===== src/rtl/byte_packer_wr.sv =====
// rtl/byte_packer_wr.sv - packs a byte stream into FIFO words on clk_a
// Little-endian lane fill, s_last closes a short word with PAD_BYTE lanes.
module byte_packer_wr #(
  parameter int         FIFO_WIDTH = 16,
  parameter logic [7:0] PAD_BYTE   = 8'h00
) (
  input  logic                  clk_a,
  input  logic                  rst,
  input  logic [7:0]            s_data,
  input  logic                  s_valid,
  input  logic                  s_last,
  output logic                  s_ready,
  output logic [FIFO_WIDTH-1:0] din_a,
  output logic                  wen_a,
  input  logic                  full,
  output logic [15:0]           words_written,
  output logic                  busy
);

  localparam int BPW = FIFO_WIDTH / 8;
  localparam int IW  = $clog2(BPW);
  typedef logic [IW-1:0] idx_t;
  localparam idx_t LAST_IDX = idx_t'(BPW - 1);

  logic [FIFO_WIDTH-1:0] acc_q, acc_d;
  logic [FIFO_WIDTH-1:0] hold_q, hold_d;
  logic                  hold_valid_q, hold_valid_d;
  idx_t                  idx_q, idx_d;
  logic [15:0]           words_q, words_d;

  logic                  accept;
  logic                  closing;
  logic [FIFO_WIDTH-1:0] word;

  assign s_ready       = !(hold_valid_q && full);
  // The FIFO is reset alongside us, so a pending word must not be pushed during rst.
  assign wen_a         = hold_valid_q && !full && !rst;
  assign din_a         = hold_q;
  assign words_written = words_q;
  assign busy          = hold_valid_q || (idx_q != '0);

  assign accept  = s_valid && s_ready;
  assign closing = accept && ((idx_q == LAST_IDX) || s_last);

  always_comb begin
    word = '0;
    for (int k = 0; k < BPW; k++) begin
      if (k < int'(idx_q))
        word[8*k +: 8] = acc_q[8*k +: 8];
      else if (k == int'(idx_q))
        word[8*k +: 8] = s_data;
      else
        word[8*k +: 8] = PAD_BYTE;
    end
  end

  always_comb begin
    acc_d        = acc_q;
    hold_d       = hold_q;
    hold_valid_d = hold_valid_q;
    idx_d        = idx_q;
    words_d      = words_q;

    if (wen_a) begin
      hold_valid_d = 1'b0;
      words_d      = words_q + 16'd1;
    end

    // A close in the same cycle as a drain simply reloads the holding register.
    if (closing) begin
      hold_d       = word;
      hold_valid_d = 1'b1;
      idx_d        = '0;
      acc_d        = {BPW{PAD_BYTE}};
    end else if (accept) begin
      for (int k = 0; k < BPW; k++) begin
        if (k == int'(idx_q))
          acc_d[8*k +: 8] = s_data;
      end
      idx_d = idx_q + 1'b1;
    end
  end

  always_ff @(posedge clk_a) begin
    if (rst) begin
      acc_q        <= {BPW{PAD_BYTE}};
      hold_q       <= '0;
      hold_valid_q <= 1'b0;
      idx_q        <= '0;
      words_q      <= '0;
    end else begin
      acc_q        <= acc_d;
      hold_q       <= hold_d;
      hold_valid_q <= hold_valid_d;
      idx_q        <= idx_d;
      words_q      <= words_d;
    end
  end

endmodule


===== config.mk =====
export PLATFORM = sky130hd
export DESIGN_NAME = byte_packer_wr
export DESIGN_NICKNAME = d
export VERILOG_FILES = /design/src/rtl/byte_packer_wr.sv
export SDC_FILE = /design/constraint.sdc
export NUM_CORES = 1
export LEC_CHECK = 0
export CORE_ASPECT_RATIO = 0.7
export CORE_MARGIN = 1
export CORE_UTILIZATION = 35
export DETAILED_ROUTE_END_ITERATION = 10
export GPL_TIMING_DRIVEN = 0
export PLACE_DENSITY_LB_ADDON = 0.12
export SYNTH_ARGS = -nofsm -noshare
export SYNTH_HDL_FRONTEND = slang
export SYNTH_SLANG_ARGS = --single-unit

===== constraint.sdc =====
create_clock -name clk_a -period 1.8 [get_ports clk_a]
set_clock_uncertainty 0.15 [all_clocks]
set_input_delay 0.36 -clock clk_a [delete_from_list [all_inputs] [get_ports clk_a]]
set_output_delay 0.36 -clock clk_a [all_outputs]
set_load 0.01 [all_outputs]

==> run_results.csv <==
group,metric,value,unit
status,status,"finished, final reports clean",
logic_synthesis,synth_ff_type,"dfxtp_1",
floorplan,fp.dieH,60.25,um
floorplan,num_rows,20,
cts,hold_buffers,0,
finish,layout_common_cells,"clkdlybuf4s50_1 (41), dfxtp_1 (31), nor2_1 (22), nand2_1 (16), a21oi_1 (13)",
detailed_routing,routedWlPerCell,13.86,um
sta,setup_viol,0,
worst_setup_path,critPathLaunch,"words_written[9]$_SDFFE_PP0P_",
sta,hold_violations,0,
grt,grtUsageMet2,24.19,%
logic_synthesis,synthTopCellsByArea,"dfxtp_1 (50%), mux2i_1 (5.3%), nor2_1 (5.1%)",
worst_setup_path,worstRegToRegCells,5,
floorplan,start_util,37.67,%
worst_setup_path,path_cells,"clkdlybuf4s50_1",
cts,cts_max_level,2,
finish,antenna_cells,0,
cts,cts_buffer_depth,2,
finish,nNetsFinal,257,
logic_synthesis,yosysTopAreaCell,"dfxtp_1",
floorplan,die-area,5134,um^2
logic_synthesis,ys_types,33,
worst_setup_path,r2r-end,"words_written[14]$_SDFFE_PP0P_",
logic_synthesis,seq_area_frac_synth,49.56,%
worst_setup_path,startpoint_type,"flop",
detailed_routing,vias,1502,
worst_setup_path,cp_slowest_stage_delay,0.56,ns
worst_setup_path,crit_type,"flop to output pin",
cts,root_buffer,"clkbuf_8",
cts,clk_pin_slew,0.08,ns
grt,grt_use_total,17.18,%
finish,drive_gt1_share,20.08,%
run,max_cap_violations,0,
logic_synthesis,avgSynthCellArea,9.271,um^2
logic_synthesis,synth_edf_count,0,
detailed_routing,dr.first_iter.drc_count,100,
logic_synthesis,async_flop_share,0,%
finish,stdcell_area,2527,um^2
worst_setup_path,crit_path_end_kind,"output pin",
grt,grt_pass1_wl,6610,um
grt,grt_max_degree,14,
logic_synthesis,synth_nets,197,
sta,drv_slew,0,
logic_synthesis,syn_area,1697,um^2
cts,worstSkewPairLatency,0.30,ns
finish,final_util,56.11,%
placed_design,port_buffers,47,
worst_setup_path,cp_max_fo,4,
cts,cts_made_buffers,5,
grt,busiest_layer,"met1",
hold_path,hold_path_end,"acc_q[7]$_SDFFE_PP0P_",
sta,fin_hold_ws,0.3341,ns
worst_setup_path,cp.required,1.29,ns
worst_setup_path,crit_arrival,1.24,ns
grt,first_global_vias,1330,
power_and_ir_drop,cellLeakagePower,0.9415,nW
placed_design,dpl.hpwl,2840,um
worst_setup_path,crit_path_top_delay_cell,"clkdlybuf4s50_1",
detailed_routing,antenna_left,0,
power_and_ir_drop,p_per_area,859.1,nW/um^2
worst_setup_path,worst-path-buf-inv,1,
sta,worst_slew_pin_slew,0.6343,ns
sta,fmax,0.5711,GHz
hold_path,min_path_cells,2,
detailed_routing,first_pass_iters,4,
placed_design,placed_cell_area,2236,um^2
cts,cts_sinks,42,
grt,grt-ovfl-total,0,
finish,synthToLayoutAreaGrowth,48.97,%
sta,min_period_over_period,97.28,%
worst_setup_path,cp_top_family,"buffers and inverters",
logic_synthesis,netlist_instances,183,
detailed_routing,drc,0,
floorplan,ios,48,
floorplan,core_area,4504,um^2
finish,mostFrequentLayoutCell,"clkdlybuf4s50_1",
grt,met3_usage,4.420,%
grt,use_met1,25.21,%
grt,antenna_found_initial,0,
hold_path,min_from,"acc_q[7]$_SDFFE_PP0P_",
sta,fin_crit,1.751,ns
placed_design,place_congestion,0.8250,
logic_synthesis,ys_ff_latch,42,
worst_setup_path,r2r-start,"words_written[9]$_SDFFE_PP0P_",
sta,relSlewSlack,57.56,%
detailed_routing,drt_wl_total,4145,um
logic_synthesis,synth_top_cell_area_share,49.56,%
power_and_ir_drop,ir_worst_vdd,0.6363,mV
sta,tns,0,ns
cts,cts_tree,"done",
worst_setup_path,rrSetupSlack,0.08,ns
logic_synthesis,ys_warn_count,0,
floorplan,die_w,85.22,um
detailed_routing,viasPerCell,5.023,
hold_path,hold_path_class,"flop to flop",
layer usage:
metal	routed length (um)	vias up
met5	0	-
met4	51	0
met3	169	8
met2	1670	32
met1	2254	688
li1	-	774
power breakdown:
part	total (W)	switching [W]	internal, W
clock	0.000926	0.000334	0.000592
combinational	0.000263	0.000126	0.000136
sequential	0.000983	0.0000217	0.000961
total	0.00217	0.000482	0.00169
kinds of logic after synthesis:
logic type	share of synthesized area, %
AOI/OAI and AO/OA	16.37
xor gates and xnor gates	5.162
muxes	5.310
adders and majority gates	0.7373
DFF	49.56
buffers and inverters	3.024
and+or+nand+nor	19.84
state kept, by name (all words and copies together) (netlist names):
| name | count |
|---|---|
| idx_q | 1 |
| din_a | 16 |
| acc_q | 8 |
| hold_valid_q | 1 |
| words_written | 16 |
per-stage QoR:
step | total power [W] | instances | setup WS (ns)
after floorplan | 0.001122 | 183 | 0.05764
after global placement | 0.001239 | 285 | -0.6587
after detailed placement | 0.001240 | 285 | -0.6544
after CTS | 0.002173 | 294 | 0.001527
after global routing | 0.002241 | 299 | -0.00003397
final | 0.002171 | 299 | 0.04904
worst max-delay path by stage:
stage,end,slack [ns],depth (start not counted)
floorplan,words_written[15]$_SDFFE_PP0P_,0.06,4
global placement,wen_a,-0.66,4
detailed placement,wen_a,-0.65,4
CTS,words_written[15]$_SDFFE_PP0P_,0.002,4
global route,words_written[13],-0.00003,1
finish,words_written[9],0.05,1
cell type report:
cell class / instances / area (um^2)
Clock inverter: 2 / 60.06
Fill cell: 413 / 1977
Tap cell: 55 / 68.82
Buffer: 7 / 56.30
Sequential cell: 42 / 862.1
Inverter: 1 / 3.754
Clock buffer: 6 / 82.58
Multi-Input combinational cell: 130 / 847.1
Timing Repair Buffer: 56 / 546.8
cells in the mapped netlist (2+ instances only):
library cell and n:
mux2i_1 9, nand4_1 4, nor3_1 3, and4_1 2, nand3b_1 2, xor2_1 5, a211oi_1 8, nand2_1 16
o21ai_0 12, nor2_1 23, or3_1 3, a21oi_1 14, or2_2 2, buf_2 2, nor2b_1 2, a22o_1 8
dfxtp_1 42, nand3_1 2, buf_1 2, xnor2_1 5, clkbuf_1 5
repair_timing:
action / 4_1_cts / 5_1_grt
pin swaps: 0 / 6
endpoints found under the setup margin: 39 / 27
resized for setup: 34 / 19
cloned: 0 / 0
buffers inserted: 3 / 6
Note: power is estimated with default switching activity, not from simulation.
